[config.mk]
export PLATFORM = sky130hd
export DESIGN_NAME = avalon_master_bridge
export DESIGN_NICKNAME = d
export VERILOG_FILES = /design/src/rtl/avalon_master_bridge.sv
export SDC_FILE = /design/constraint.sdc
export NUM_CORES = 1
export LEC_CHECK = 0
export ABC_AREA = 1
export CAP_MARGIN = 20
export CORE_MARGIN = 2
export CORE_UTILIZATION = 35
export CTS_CLUSTER_SIZE = 30
export DETAILED_ROUTE_END_ITERATION = 6
export GPL_ROUTABILITY_DRIVEN = 0
export PLACE_DENSITY = 0.69
export SLEW_MARGIN = 20
export SYNTH_ARGS = -nofsm -noshare
export SYNTH_HDL_FRONTEND = slang
export SYNTH_SLANG_ARGS = --single-unit
export TNS_END_PERCENT = 10
[constraint.sdc]
create_clock -name clk -period 1.5 [get_ports clk]
set_input_delay 0.225 -clock clk [delete_from_list [all_inputs] [get_ports clk]]
set_output_delay 0.225 -clock clk [all_outputs]
set_load 0.01 [all_outputs]
[src/rtl/avalon_master_bridge.sv]
// avalon_master_bridge
// Turns single CPU load/store requests into Avalon-MM read/write transfers,
// one at a time. Handles byte-lane alignment, byteenable generation,
// write-data replication and sign/zero extension of load results.
//
// Ports
//   clk, rst_n            : clock, async active-low reset
//   req_*                 : CPU request (valid/ready handshake, sampled at accept)
//   resp_valid/rdata/err  : one-cycle response pulse per request
//   address..writedata    : Avalon-MM master outputs (all registered)
//   waitrequest, readdata : Avalon-MM slave inputs
//   wait_count            : waitrequest-high cycles of last completed transfer
//
// state  | meaning
// IDLE   | req_ready=1, waiting for a CPU request
// BUS    | read/write asserted, waiting for waitrequest=0
// RESP   | resp_valid pulse, then back to IDLE
module avalon_master_bridge #(
  parameter int WAIT_CNT_W = 16
) (
  input  logic                  clk,
  input  logic                  rst_n,
  input  logic                  req_valid,
  output logic                  req_ready,
  input  logic                  req_write,
  input  logic [31:0]           req_addr,
  input  logic [1:0]            req_size,
  input  logic                  req_signed,
  input  logic [31:0]           req_wdata,
  output logic                  resp_valid,
  output logic [31:0]           resp_rdata,
  output logic                  resp_err,
  output logic [31:0]           address,
  output logic [3:0]            byteenable,
  output logic                  read,
  output logic                  write,
  output logic [31:0]           writedata,
  input  logic                  waitrequest,
  input  logic [31:0]           readdata,
  output logic [WAIT_CNT_W-1:0] wait_count
);

  localparam logic [1:0] S_IDLE = 2'd0;
  localparam logic [1:0] S_BUS  = 2'd1;
  localparam logic [1:0] S_RESP = 2'd2;

  localparam logic [WAIT_CNT_W-1:0] CNT_ONE = {{(WAIT_CNT_W-1){1'b0}}, 1'b1};

  logic [1:0]            state_q, state_d;
  logic                  read_q, read_d;
  logic                  write_q, write_d;
  logic [31:0]           address_q, address_d;
  logic [3:0]            be_q, be_d;
  logic [31:0]           wdata_q, wdata_d;
  logic                  resp_valid_q, resp_valid_d;
  logic                  resp_err_q, resp_err_d;
  logic [31:0]           resp_rdata_q, resp_rdata_d;
  logic [WAIT_CNT_W-1:0] wait_cnt_q, wait_cnt_d;
  logic [1:0]            lane_q, lane_d;
  logic [1:0]            size_q, size_d;
  logic                  signed_q, signed_d;

  logic                  illegal;
  logic [3:0]            be_calc;
  logic [31:0]           wd_calc;
  logic [31:0]           rd_shift;
  logic [31:0]           rd_ext;

  assign illegal = (req_size == 2'd3)
                 | ((req_size == 2'd1) & req_addr[0])
                 | ((req_size == 2'd2) & (req_addr[1:0] != 2'b00));

  always_comb begin
    be_calc = 4'b1111;
    wd_calc = req_wdata;
    case (req_size)
      2'd0: begin
        be_calc = 4'b0001 << req_addr[1:0];
        wd_calc = {4{req_wdata[7:0]}};
      end
      2'd1: begin
        be_calc = req_addr[1] ? 4'b1100 : 4'b0011;
        wd_calc = {2{req_wdata[15:0]}};
      end
      default: begin
        be_calc = 4'b1111;
        wd_calc = req_wdata;
      end
    endcase
  end

  // Lane captured at accept moves the addressed byte/half down to bit 0.
  assign rd_shift = readdata >> {lane_q, 3'b000};

  always_comb begin
    rd_ext = readdata;
    case (size_q)
      2'd0:    rd_ext = {{24{signed_q & rd_shift[7]}}, rd_shift[7:0]};
      2'd1:    rd_ext = {{16{signed_q & rd_shift[15]}}, rd_shift[15:0]};
      default: rd_ext = readdata;
    endcase
  end

  always_comb begin
    state_d      = state_q;
    read_d       = read_q;
    write_d      = write_q;
    address_d    = address_q;
    be_d         = be_q;
    wdata_d      = wdata_q;
    resp_valid_d = 1'b0;
    resp_err_d   = 1'b0;
    resp_rdata_d = 32'h0;
    wait_cnt_d   = wait_cnt_q;
    lane_d       = lane_q;
    size_d       = size_q;
    signed_d     = signed_q;
    case (state_q)
      S_IDLE: begin
        if (req_valid) begin
          if (illegal) begin
            // Errored requests never touch the bus or wait_count.
            state_d      = S_RESP;
            resp_valid_d = 1'b1;
            resp_err_d   = 1'b1;
          end else begin
            state_d    = S_BUS;
            read_d     = ~req_write;
            write_d    = req_write;
            address_d  = {req_addr[31:2], 2'b00};
            be_d       = be_calc;
            wdata_d    = wd_calc;
            wait_cnt_d = '0;
            lane_d     = req_addr[1:0];
            size_d     = req_size;
            signed_d   = req_signed;
          end
        end
      end
      S_BUS: begin
        if (waitrequest) begin
          if (wait_cnt_q != {WAIT_CNT_W{1'b1}})
            wait_cnt_d = wait_cnt_q + CNT_ONE;
        end else begin
          state_d      = S_RESP;
          read_d       = 1'b0;
          write_d      = 1'b0;
          resp_valid_d = 1'b1;
          resp_rdata_d = read_q ? rd_ext : 32'h0;
        end
      end
      S_RESP:  state_d = S_IDLE;
      default: state_d = S_IDLE;
    endcase
  end

  always_ff @(posedge clk or negedge rst_n) begin
    if (!rst_n) begin
      state_q      <= S_IDLE;
      read_q       <= 1'b0;
      write_q      <= 1'b0;
      address_q    <= 32'h0;
      be_q         <= 4'h0;
      wdata_q      <= 32'h0;
      resp_valid_q <= 1'b0;
      resp_err_q   <= 1'b0;
      resp_rdata_q <= 32'h0;
      wait_cnt_q   <= '0;
      lane_q       <= 2'b00;
      size_q       <= 2'b00;
      signed_q     <= 1'b0;
    end else begin
      state_q      <= state_d;
      read_q       <= read_d;
      write_q      <= write_d;
      address_q    <= address_d;
      be_q         <= be_d;
      wdata_q      <= wdata_d;
      resp_valid_q <= resp_valid_d;
      resp_err_q   <= resp_err_d;
      resp_rdata_q <= resp_rdata_d;
      wait_cnt_q   <= wait_cnt_d;
      lane_q       <= lane_d;
      size_q       <= size_d;
      signed_q     <= signed_d;
    end
  end

  assign req_ready  = (state_q == S_IDLE);
  assign resp_valid = resp_valid_q;
  assign resp_err   = resp_err_q;
  assign resp_rdata = resp_rdata_q;
  assign address    = address_q;
  assign byteenable = be_q;
  assign read       = read_q;
  assign write      = write_q;
  assign writedata  = wdata_q;
  assign wait_count = wait_cnt_q;

endmodule

==> metrics.cfg, run 1 <==
[route]
vias=5768
first_pass_iters=4
wl_met1_um=7490
wire_per_inst_um=14.3
drtIter0Drc=417
ant_nets=0
route.met3.wl_um=1590
dr_wl_met2_um=8240
routed_wl_um=17600
avgViaCountPerCell=4.70
routed.top_layer=met4
route.detailed.drc=0

[floorplan]
io_pins=225
start_util=0.360
die_w_um=132
fp.dieH_um=132
die-area_um2=17500
coreArea_um2=16000
rows=46

[timing]
fin_skew_ns=0.00724
period_minus_slack_ns=1.47
post-route-period-util=0.980
timing.hold.ws_ns=0.216
hold_viol_final=0
fmax_mhz=680
finalSetupViolCount=0
slew_viol_final=0
rsz0062_at_grt=true

[run]
drv_cap=0

[worst_setup_path]
start_kind=flip-flop
cp_data_arrival_time_ns=1.78
critPathMaxFanout=14
crit_path_end_kind=flip-flop
critPathKind=reg -> reg
critical_path_required_ns=1.81

[yosys]
synth-seq-cells=125
yosysUniqueCellTypes=32
synth_area_um2=5770
avgSynthCellArea_um2=8.01
ys.flop_type=dfrtp_1
post_synth_inst_count=720
synth-async-reset-ratio=1.00
synth_edf_count=0
yosys_warnings=0
seq_area_frac_synth=0.542

[outcome]
status=complete, no violations

[grt]
track_usage=0.201
grt_max_degree=65
gr-total-overflow=0
first_global_vias=5627
grt_pass1_wl_um=28100
antenna_found_initial=2

[place]
dp_cells=1186
hpwl_um=12600
port_buffers=222

[clock_tree]
cts_tree=yes
numCtsBuffers=17
cts_max_path_buffers=2
htreeDepth=4
cts_sinks=125
clk_pin_slew_worst_paths_ns=0.06
cts_root_buf=clkbuf_16
clock_latency_ns=0.42

[finish]
nets=1102
multiInputGateArea_um2=2390
fin_util=0.579
drive_gt1_frac=0.140
final-seq-area_um2=3130
area_growth_pct=60.6
fillers=1544
finalNonFillerCells=1227
final_cell_mix=nand2_1, dfrtp_1, dlygate4sd2_1, clkdlybuf4s50_1, nor2_1
final_common_cell=nand2_1

[pwr]
powerDensity_nw_per_um2=1380
power_leakage_nw=4.91
peakVddDrop_mv=0.799

[min_path]
hp-class=in -> async

flip-flops by register name, summed over array words and instances, names as in the netlist, 2 cells and up:
name / count
resp_rdata: 32
writedata: 32
address: 30
wait_count: 16
byteenable: 4
lane_q: 2
size_q: 2
state_q: 2
Yosys cell counts, types with 2 or more instances:
cell type | instances | share of area
nand2_1 | 270 | 0.18
dfrtp_1 | 125 | 0.54
nor2_1 | 69 | 0.045
o21ai_0 | 59 | 0.051
nand3_1 | 48 | 0.042
inv_1 | 33 | 0.021
a21oi_1 | 26 | 0.023
buf_2 | 19 | 0.016
a31oi_1 | 12 | 0.013
clkbuf_1 | 11 | 0.0072
o31ai_1 | 7 | 0.0091
buf_4 | 5 | 0.0065
xor2_1 | 5 | 0.0076
inv_2 | 4 | 0.0026
nand2_2 | 4 | 0.0043
nand4_1 | 4 | 0.0043
or2_2 | 3 | 0.0033
nor2_2 | 2 | 0.0022
where the power goes:
group | internal, mW | total, mW | switching, mW
logic | 1.81 | 3.98 | 2.17
clock network | 2.66 | 4.22 | 1.57
registers | 4.12 | 4.54 | 0.417
total | 8.59 | 12.7 | 4.16
worst max-delay path, cell delays in order (launching register included):
cell and delay [ns]:
dfrtp_1 0.35, ha_2 0.20, nand2_2 0.07, nor2_4 0.10
nand2_2 0.08, nor2_4 0.20, a21oi_4 0.09, buf_12 0.15
nand3b_1 0.08, nand2_1 0.05
timing repair:
item,in CTS,in global routing
pin swaps,4,7
setup endpoints to repair,133,96
setup buffers,3,2
gates cloned,0,2
hold endpoints to repair,61,0
hold buffers,1,0
resized for setup,122,24
logic make-up after synthesis:
group / after synthesis / synth area share
fa+ha+maj: 1 / 0.00217
flops: 125 / 0.542
simple gates: 405 / 0.286
xor+xnor: 6 / 0.00911
other cells: 1 / 0.000650
compound gates: 108 / 0.102
buf+inv: 74 / 0.0575
final cells by class:
class / instances / area share
antenna: 1 / 0.000270
clock buffer: 18 / 0.0474
clock inverter: 14 / 0.0181
inverter: 38 / 0.0159
multi-input combinational: 523 / 0.259
sequential: 125 / 0.338
tap: 216 / 0.0292
timing repair buffer: 291 / 0.292
timing repair inverter: 1 / 0.000541
routing by layer:
layer | vias to the layer above | global-route usage
li1 | 2865 | -
met1 | 2672 | 0.252
met2 | 207 | 0.322
met3 | 24 | 0.0761
met4 | 0 | 0.0633
met5 | - | 0
final timing paths:
path / depth (start not counted) / slack, ns / startpoint / to
worst min register to register: 2 / 0.47 / address[30] / address[30]
min in group clk: 3 / 0.34 / req_addr[8] / address[8]
worst min-delay path: 2 / 0.22 / rst_n / wait_count[15]
worst max-delay path: 9 / 0.03 / wait_count[1] / wait_count[4]
max in group asynchronous: 3 / 0.67 / rst_n / writedata[3]
worst max register to register: 9 / 0.03 / wait_count[1] / wait_count[4]
stage by stage:
stage	instance area [um^2]	setup slack [ns]	TNS [ns]	total power [mW]
floorplan	5790	-0.0539	-0.525	6.47
global placement	8650	-0.304	-19.26	8.97
detailed placement	8650	-0.345	-21.37	9.02
CTS	9150	-0.00841	-0.00841	12.8
global route	9260	-0.0452	-0.469	13.5
finish	9260	0.0297	0	12.7
Note: power is estimated with default switching activity, not from simulation.
==> run 2, diff against run 1 <==
--- a/config.mk
+++ b/config.mk
@@ -8,11 +8,10 @@
 export ABC_AREA = 1
 export CAP_MARGIN = 20
 export CORE_MARGIN = 2
-export CORE_UTILIZATION = 35
+export CORE_UTILIZATION = 28
 export CTS_CLUSTER_SIZE = 30
 export DETAILED_ROUTE_END_ITERATION = 6
 export GPL_ROUTABILITY_DRIVEN = 0
-export PLACE_DENSITY = 0.69
 export SLEW_MARGIN = 20
 export SYNTH_ARGS = -nofsm -noshare
 export SYNTH_HDL_FRONTEND = slang
==> constraint.sdc (replaced) <==
create_clock -name clk -period 1.2 [get_ports clk]
set_input_delay 0.18 -clock clk [delete_from_list [all_inputs] [get_ports clk]]
set_output_delay 0.18 -clock clk [all_outputs]
set_load 0.01 [all_outputs]
==> run 2 against run 1 <==
  * The run now ends with negative setup slack left
  * Wire length rose by 8.2%
  * Power rose by 26%
  * Register-to-register slack got worse by 0.29 ns
  * Combinational power rose by 31%
  * Clock skew fell by 0.00062 ns
  * Final cell count rose by 7.7%
  * Clock power rose by 19%
  * Fmax rose by 0.43%
  * Core utilization fell by 11 points
  * Hold slack got worse by 0.022 ns
  * Sequential power rose by 27%
  * Sequential share of layout area fell by 0.89 points
  * Largest power group unchanged
==> metrics.cfg, run 2 (synthesized netlist as in run 1, its figures left out) <==
[clock_tree]
cts_tree=yes
htreeDepth=4
clk_pin_slew_worst_paths_ns=0.06
cts_sinks=125
cts_root_buf=clkbuf_16
clock_latency_ns=0.41
numCtsBuffers=17
cts_max_path_buffers=2

[floorplan]
die-area_um2=21800
coreArea_um2=20200
die_w_um=148
io_pins=225
fp.dieH_um=148
rows=52
start_util=0.285

[place]
port_buffers=222
dp_cells=1268
hpwl_um=13400
placed_area_um2=8940

[grt]
gr-total-overflow=0
grt_max_degree=73
track_usage=0.175
antenna_found_initial=2
met2_usage=0.281
grt_pass1_wl_um=30200
met1_usage=0.223
first_global_vias=5936
grt.busiest_layer=met2
gr-usage-met3=0.0611

[finish]
finalNonFillerCells=1321
final_common_cell=nand2_1
final_cell_mix=nand2_1, dfrtp_1, clkdlybuf4s50_1, clkbuf_2, buf_4
area_growth_pct=65.0
drive_gt1_frac=0.317
fillers=2031
nets=1142
final_area_um2=9510
fin_util=0.470

[pwr]
peakVddDrop_mv=0.943
power_mw=16.0
intPower_mw=10.4
seqPwrFrac=0.359
power_leakage_nw=4.86
powerDensity_nw_per_um2=1680
p_comb_frac=0.326
pwr-share-clk=0.314
power_switching_mw=5.62
netSwitchingFraction=0.351

[worst_setup_path]
critical_path_required_ns=1.55
r2r_end=wait_count[13]
critPathMaxFanout=8
critPathKind=reg -> reg
crit_path_end_kind=flip-flop
worstRegToRegCells=9
cp_data_arrival_time_ns=1.82
worst-r2r-setup-slack_ns=-0.26
start_kind=flip-flop
r2r_start=wait_count[1]

[timing]
finalSetupViolCount=137
fin_skew_ns=0.00663
post-route-period-util=1.22
slew_viol_final=0
worst_slack_ns=-0.264
period_minus_slack_ns=1.46
hold_viol_final=0
rsz0062_at_grt=true
fmax_mhz=683

[route]
vias=5856
routed_wl_um=19000
route.detailed.drc=0
drtIter0Drc=223
avgViaCountPerCell=4.43
first_pass_iters=4
wire_per_inst_um=14.4
ant_nets=0

[outcome]
violations=negative setup slack
status=complete, but fails checks

[min_path]
hp-class=in -> reg
holdPathStages=4
hp-start=req_addr[0]
hold_end=byteenable[2]

[run]
drv_cap=0

## run 2: cell count changes in the layout (fill, tap and decap cells not counted), moves of 5 or more
cell	before	now
o21ai_2	1	6
a21oi_2	0	7
nand2_2	9	15
dlygate4sd2_1	112	1
o21ai_0	59	40
a21oi_1	26	18
o21ai_1	0	14
buf_6	0	39
buf_4	61	78
clkbuf_2	0	95
buf_2	1	9
nand2_1	263	255
## run 2: timing repair
action                                  CTS  global route
hold buffers                              1             0
endpoints found under the setup margin  243           235
hold endpoints to repair                110             0
resized for setup                       253           249
gates cloned                              1             1
setup buffers                            18             0
pin swaps                                 6            16
## run 2: per-stage QoR
step           hold WS (ns)  TNS (ns)  setup WS (ns)
2_1_floorplan        -0.116    -10.32         -0.335
4_1_cts               0.222    -18.65         -0.229
5_1_grt               0.222    -23.28         -0.345
3_5_place_dp         0.0926    -61.62         -0.636
6_report              0.194    -11.86         -0.264
3_3_place_gp         0.0915    -57.21         -0.572
## run 2: worst max path at each step
stage | from | depth (start not counted) | to
after detailed placement | req_size[0] | 10 | writedata[12]
after floorplan | wait_count[1] | 10 | wait_count[8]
after CTS | wait_count[1] | 9 | wait_count[4]
final | wait_count[1] | 9 | wait_count[13]
after global routing | wait_count[1] | 9 | wait_count[2]
after global placement | req_size[0] | 10 | writedata[12]
## run 2: worst max-delay path: stages (launching register included)
cell	delay, ns
dfrtp_1	0.39
ha_4	0.16
nand2_4	0.05
nor2_4	0.09
nand2_2	0.08
nor2_4	0.19
nand2_4	0.11
nand3_4	0.19
nand2_1	0.07
nand2_1	0.06
## run 2: layout make-up
| type | instances | area, um^2 | share of cell area |
|---|---|---|---|
| repair buffers | 332 | 2750 | 0.289 |
| well taps | 270 | 338 | 0.0355 |
| diodes | 1 | 2.50 | 0.000263 |
| multi-input cells | 523 | 2570 | 0.270 |
| inverters | 38 | 148 | 0.0155 |
| flip-flops and latches | 125 | 3130 | 0.329 |
| clock buffers | 18 | 439 | 0.0462 |
| clock inverters | 14 | 135 | 0.0142 |
## run 2: power groups by stage
stage                     logic [mW]  registers [mW]  clock network (mW)
after floorplan                 1.97            6.13                   0
after global placement          5.59            5.78                   0
after detailed placement        5.63            5.76                   0
after CTS                       5.15            5.71                5.17
after global routing            5.81            5.89                5.32
final                           5.23            5.76                5.03
## run 2: metal layers
layer  routed length, um  up-vias
li1                    -     2940
met1                8470     2722
met2                8870      174
met3                1430       18
met4                 227        2
met5                  15        -
==> run 3, diff against run 2 <==
--- a/config.mk
+++ b/config.mk
@@ -12,6 +12,7 @@
 export CTS_CLUSTER_SIZE = 30
 export DETAILED_ROUTE_END_ITERATION = 6
 export GPL_ROUTABILITY_DRIVEN = 0
+export PLACE_DENSITY_LB_ADDON = 0.15
 export SLEW_MARGIN = 20
 export SYNTH_ARGS = -nofsm -noshare
 export SYNTH_HDL_FRONTEND = slang
==> run 3 against run 2 <==
  * The flow still finishes with violations (negative setup slack)
  * First-iteration DRC count rose by 12%
  * Sequential cell count did not move
  * Final area fell by 0.66%
  * Wire length fell by 1.3%
  * Critical path depth fell by 1
  * Via count fell by 0.67%
  * Critical path type unchanged
  * Largest cell class unchanged
  * Highest routed layer is now met4
==> metrics.cfg, run 3 (synthesized netlist as in run 1, its figures left out) <==
[pwr]
netSwitchingFraction=0.337
p_comb_frac=0.316
powerDensity_nw_per_um2=1670
intPower_mw=10.5
peakVddDrop_mv=0.772
power_switching_mw=5.33
power_mw=15.8
seqPwrFrac=0.362
pwr-share-clk=0.322
power_leakage_nw=4.86

[clock_tree]
cts_sinks=125
clock_latency_ns=0.42
cts_root_buf=clkbuf_16
htreeDepth=4
cts_tree=yes
numCtsBuffers=17
cts_max_path_buffers=2
clk_pin_slew_worst_paths_ns=0.06

[grt]
grt_max_degree=46
antenna_found_initial=1
track_usage=0.175
grt_pass1_wl_um=30300
gr-total-overflow=0
first_global_vias=5844

[worst_setup_path]
crit_chain=buf_4 > buf_4 > nand3_2 > nor2_1 > buf_4 > nand4_1 > nand3_2 > nand2_1
cp_top_family=simple AND/OR/NAND/NOR gates
critPathMaxFanout=4
start_kind=flip-flop
r2r_start=wait_count[2]
crit_path_frequent_cell=buf_4
critPathKind=reg -> reg
worst-r2r-setup-slack_ns=-0.25
cp_data_arrival_time_ns=1.75
cp_slowest_cell=dfrtp_1
worstRegToRegCells=8
r2r_end=wait_count[13]
crit_path_end_kind=flip-flop
cp_num_buf_inv=3
critical-path-max-stage-delay_ns=0.36
critical_path_required_ns=1.50

[timing]
slew_viol_final=0
fin_skew_ns=0.0115
finalSetupViolCount=99
hold_viol_final=0
worst_slack_ns=-0.253
fmax_mhz=688
rsz0062_at_grt=true
post-route-period-util=1.21
period_minus_slack_ns=1.45

[place]
pre_cts_ws_ns=-0.707
hpwl_um=13700
port_buffers=222
dp_cells=1273

[floorplan]
die_w_um=148
fp.dieH_um=148
io_pins=225
start_util=0.285
rows=52
die-area_um2=21800
coreArea_um2=20200

[route]
drtIter0Drc=249
wire_per_inst_um=14.2
vias=5817
ant_nets=0
first_pass_iters=6
routed_wl_um=18800
route.detailed.drc=0
avgViaCountPerCell=4.40

[finish]
final_cell_mix=nand2_1, dfrtp_1, clkdlybuf4s50_1, buf_2, buf_4
final_common_cell=nand2_1
nets=1144
fin_util=0.467
drive_gt1_frac=0.298
area_growth_pct=63.9
finalNonFillerCells=1322

[min_path]
hp-class=in -> async

[run]
drv_cap=0

[outcome]
status=complete, but fails checks
violations=negative setup slack

==> run 3: changes by cell type in the layout (fill, tap and decap cells not counted), sizes merged <==
cell,change
buf,+81
dlygate4sd2,-1
dlymetal6s2s,-1
bufinv,+1
clkinv,+1
inv,-3
clkdlybuf4s50,+2
clkbuf,-82
clkdlybuf4s15,+3
==> run 3: how the worst max path moves through the flow <==
stage / startpoint / endpoint / slack [ns] / cells past startpoint
final: wait_count[2] / wait_count[13] / -0.25 / 8
after global routing: wait_count[1] / wait_count[4] / -0.36 / 9
after CTS: wait_count[0] / wait_count[4] / -0.23 / 9
after detailed placement: req_addr[0] / writedata[25] / -0.71 / 8
after global placement: req_size[0] / writedata[27] / -0.63 / 8
after floorplan: wait_count[1] / wait_count[8] / -0.34 / 10
==> run 3: routing by layer <==
metal	vias to the layer above	part of all wire	track usage
li1	2948	-	-
met1	2663	0.44	0.224
met2	185	0.46	0.278
met3	21	0.091	0.0688
met4	0	0.012	0.0447
met5	-	0	0
==> run 3: stage by stage <==
step,TNS (ns),area [um^2],hold slack (ns)
detailed placement,-62.67,8960,0.0853
CTS,-10.87,9460,0.191
finish,-7.17,9450,0.208
floorplan,-10.32,5800,-0.116
global route,-19.08,9450,0.202
global placement,-59.02,8960,0.0837
==> run 3: cell type report <==
type	count	area (um^2)
Antenna cell	1	2.50
Inverter	38	150
Multi-Input combinational cell	523	2470
Clock buffer	18	439
Fill cell	2068	10800
Tap cell	270	338
Sequential cell	125	3130
Clock inverter	13	144
Timing Repair Buffer	334	2780
==> run 3: what timing repair did <==
item	in CTS	in global routing
gates resized for setup	490	68
cloned	1	0
hold buffers	1	0
pin swaps	6	9
setup buffers	15	0
endpoints found under the setup margin	243	163
hold endpoints to repair	125	0
==> run 3: power by group through the flow <==
stage	Clock (mW)	Combinational [mW]	Sequential, mW
detailed placement	0	5.62	5.75
finish	5.08	4.99	5.72
CTS	5.22	4.89	5.71
global placement	0	5.57	5.78
global route	5.40	5.57	5.86
floorplan	0	1.97	6.13
==> variant, RTL diff (settings of run 1) <==
The parameter `WAIT_CNT_W` goes from 16 to 32.
--- a/src/rtl/avalon_master_bridge.sv
+++ b/src/rtl/avalon_master_bridge.sv
@@ -16,7 +16,7 @@
 // BUS    | read/write asserted, waiting for waitrequest=0
 // RESP   | resp_valid pulse, then back to IDLE
 module avalon_master_bridge #(
-  parameter int WAIT_CNT_W = 16
+  parameter int WAIT_CNT_W = 32
 ) (
   input  logic                  clk,
   input  logic                  rst_n,
Ports: changed (resized wait_count); port bits go from 225 to 241. No check against the original RTL was run, so the function may have changed too.
==> variant against run 1 <==
  * The run now ends with setup timing left
  * Largest cell class unchanged
  * Routed wire length rose by 28%
  * Count of clock-buffer cells in the layout fell by 1
  * Power rose by 26%
  * Combinational power rose by 61%
  * Cell count rose by 25%
  * Fmax fell by 8.5%
  * Synthesized area rose by 22%
  * Sequential cell count rose by 16
  * Setup slack got worse by 140 ps
  * Critical endpoint is now wait_count[11]$_DFFE_PN0P_
  * Final area rose by 21%
  * Clock power fell by 0.9%
  * First-iteration DRC count rose by 1.4%
==> variant: results (changes against run 1) <==
Parameter                              Value

Outcome
  Status    finished with violations (was completed)
  Violations in the final reports    setup timing

Detailed routing
  Final wirelength    22.44 mm (was 17.58 mm)
  DR WL/cell    14.60 um (was 14.33 um)
  Number of search-and-repair iterations in the first detailed-routing pass    5 (was 4)
  Starting DRT DRC Count    423 (was 417)
  Detail Route met3 WL    1.895 mm (was 1.591 mm)
  Wire length on met1    9.547 mm (was 7.487 mm)
  Sum of met2 wire segment lengths after detailed routing    10.75 mm (was 8.240 mm)

Cells and area
  Net count of the finished layout    1364 (was 1102)
  Total of fill cells in the finished design    1820 (was 1544)
  Ant. Diodes    0 (was 1)

Power
  Power attributed to the clock group    4.18 mW (was 4.22 mW)
  Comb pwr share    40.0% (was 31.2%)
  Reported leakage power    5.542 nW (was 4.911 nW)
  Sw Share    37.43% (was 32.62%)
  Maximum VDD drop    1081 uV (was 799.1 uV)
  Total power consumption of the routed design    16.01 mW (was 12.74 mW)

Global routing
  Number of global-route vias before repair    6932 (was 5627)
  Initial antenna violation count    0 (was 2)
  First-pass GRT wire length    35.14 mm (was 28.10 mm)
  GRT Total Usage    20.53% (was 20.09%)
  Fraction of met2 tracks used by global routing    33.75% (was 32.18%)

Yosys
  Post-synthesis area per instance    7.584 um2 (was 8.009 um2)
  Post-synthesis cell type count    30 (was 32)
  Sequential-to-total area share from yosys stat    50.08% (was 54.24%)

Place
  Minimum setup slack after placement    -432.3 ps (was -345.3 ps)
  Detailed Place HPWL    16.64 mm (was 12.58 mm)
  Post-detailed-placement cell area    10470 um2 (was 8652 um2)

Clocking
  Cells resized by post-CTS repair    152 (was 122)

Timing
  Hold_ws    286.6 ps (was 215.8 ps)
  Minimum setup slack in the final design    -107.7 ps (was 29.70 ps)
  Worst Clk Skew    19.40 ps (was 7.244 ps)
  Setup-violating endpoint count in the final report    32 (was 0)

Critical path
  Reg2reg path depth    11 (was 9)
  Worst flop-to-flop path startpoint    wait_count[0]$_DFFE_PN0P_ (was wait_count[1]$_DFFE_PN0P_)
  Cell type of the slowest stage on the worst timing path    dfrtp_2 (was dfrtp_1)
  Worst reg2reg path endpoint    wait_count[11]$_DFFE_PN0P_ (was wait_count[4]$_DFFE_PN0P_)
  Largest driver fanout on the critical path    7 (was 14)
  Arrival @ worst endpoint    1910 ps (was 1780 ps)
[variant: cell types whose count changed in the layout (fill, tap and decap cells not counted), sizes merged, moves of 11 or more]
cell	before	now
clkdlybuf4s15	3	15
inv	38	52
nor2	72	126
nand2	275	344
nand3	50	71
dfrtp	125	141
a21oi	27	38
buf	70	114
o21ai	60	85
[variant: final cells by class]
cell class	instances	area [um2]	area share, %
multi-input cells	701	3273	29.31
repair buffers	353	3278	29.36
well taps	265	331.6	2.969
clock inverters	15	148.9	1.333
flip-flops and latches	141	3532	31.63
clock buffers	17	425.4	3.810
inverters	45	177.7	1.591
[variant: cells by family (layout without fill, tap and decap cells)]
kind of cell / count (synthesis) / after routing / synth area share (%)
xor gates and xnor gates: 6 / 6 / 0.7459
and+or+nand+nor: 545 / 545 / 31.56
other: 1 / 2 / 0.05323
DFF: 141 / 141 / 50.08
buffers and inverters: 88 / 430 / 5.736
AOI/OAI and AO/OA: 147 / 147 / 11.65
adders and majority gates: 1 / 1 / 0.1776
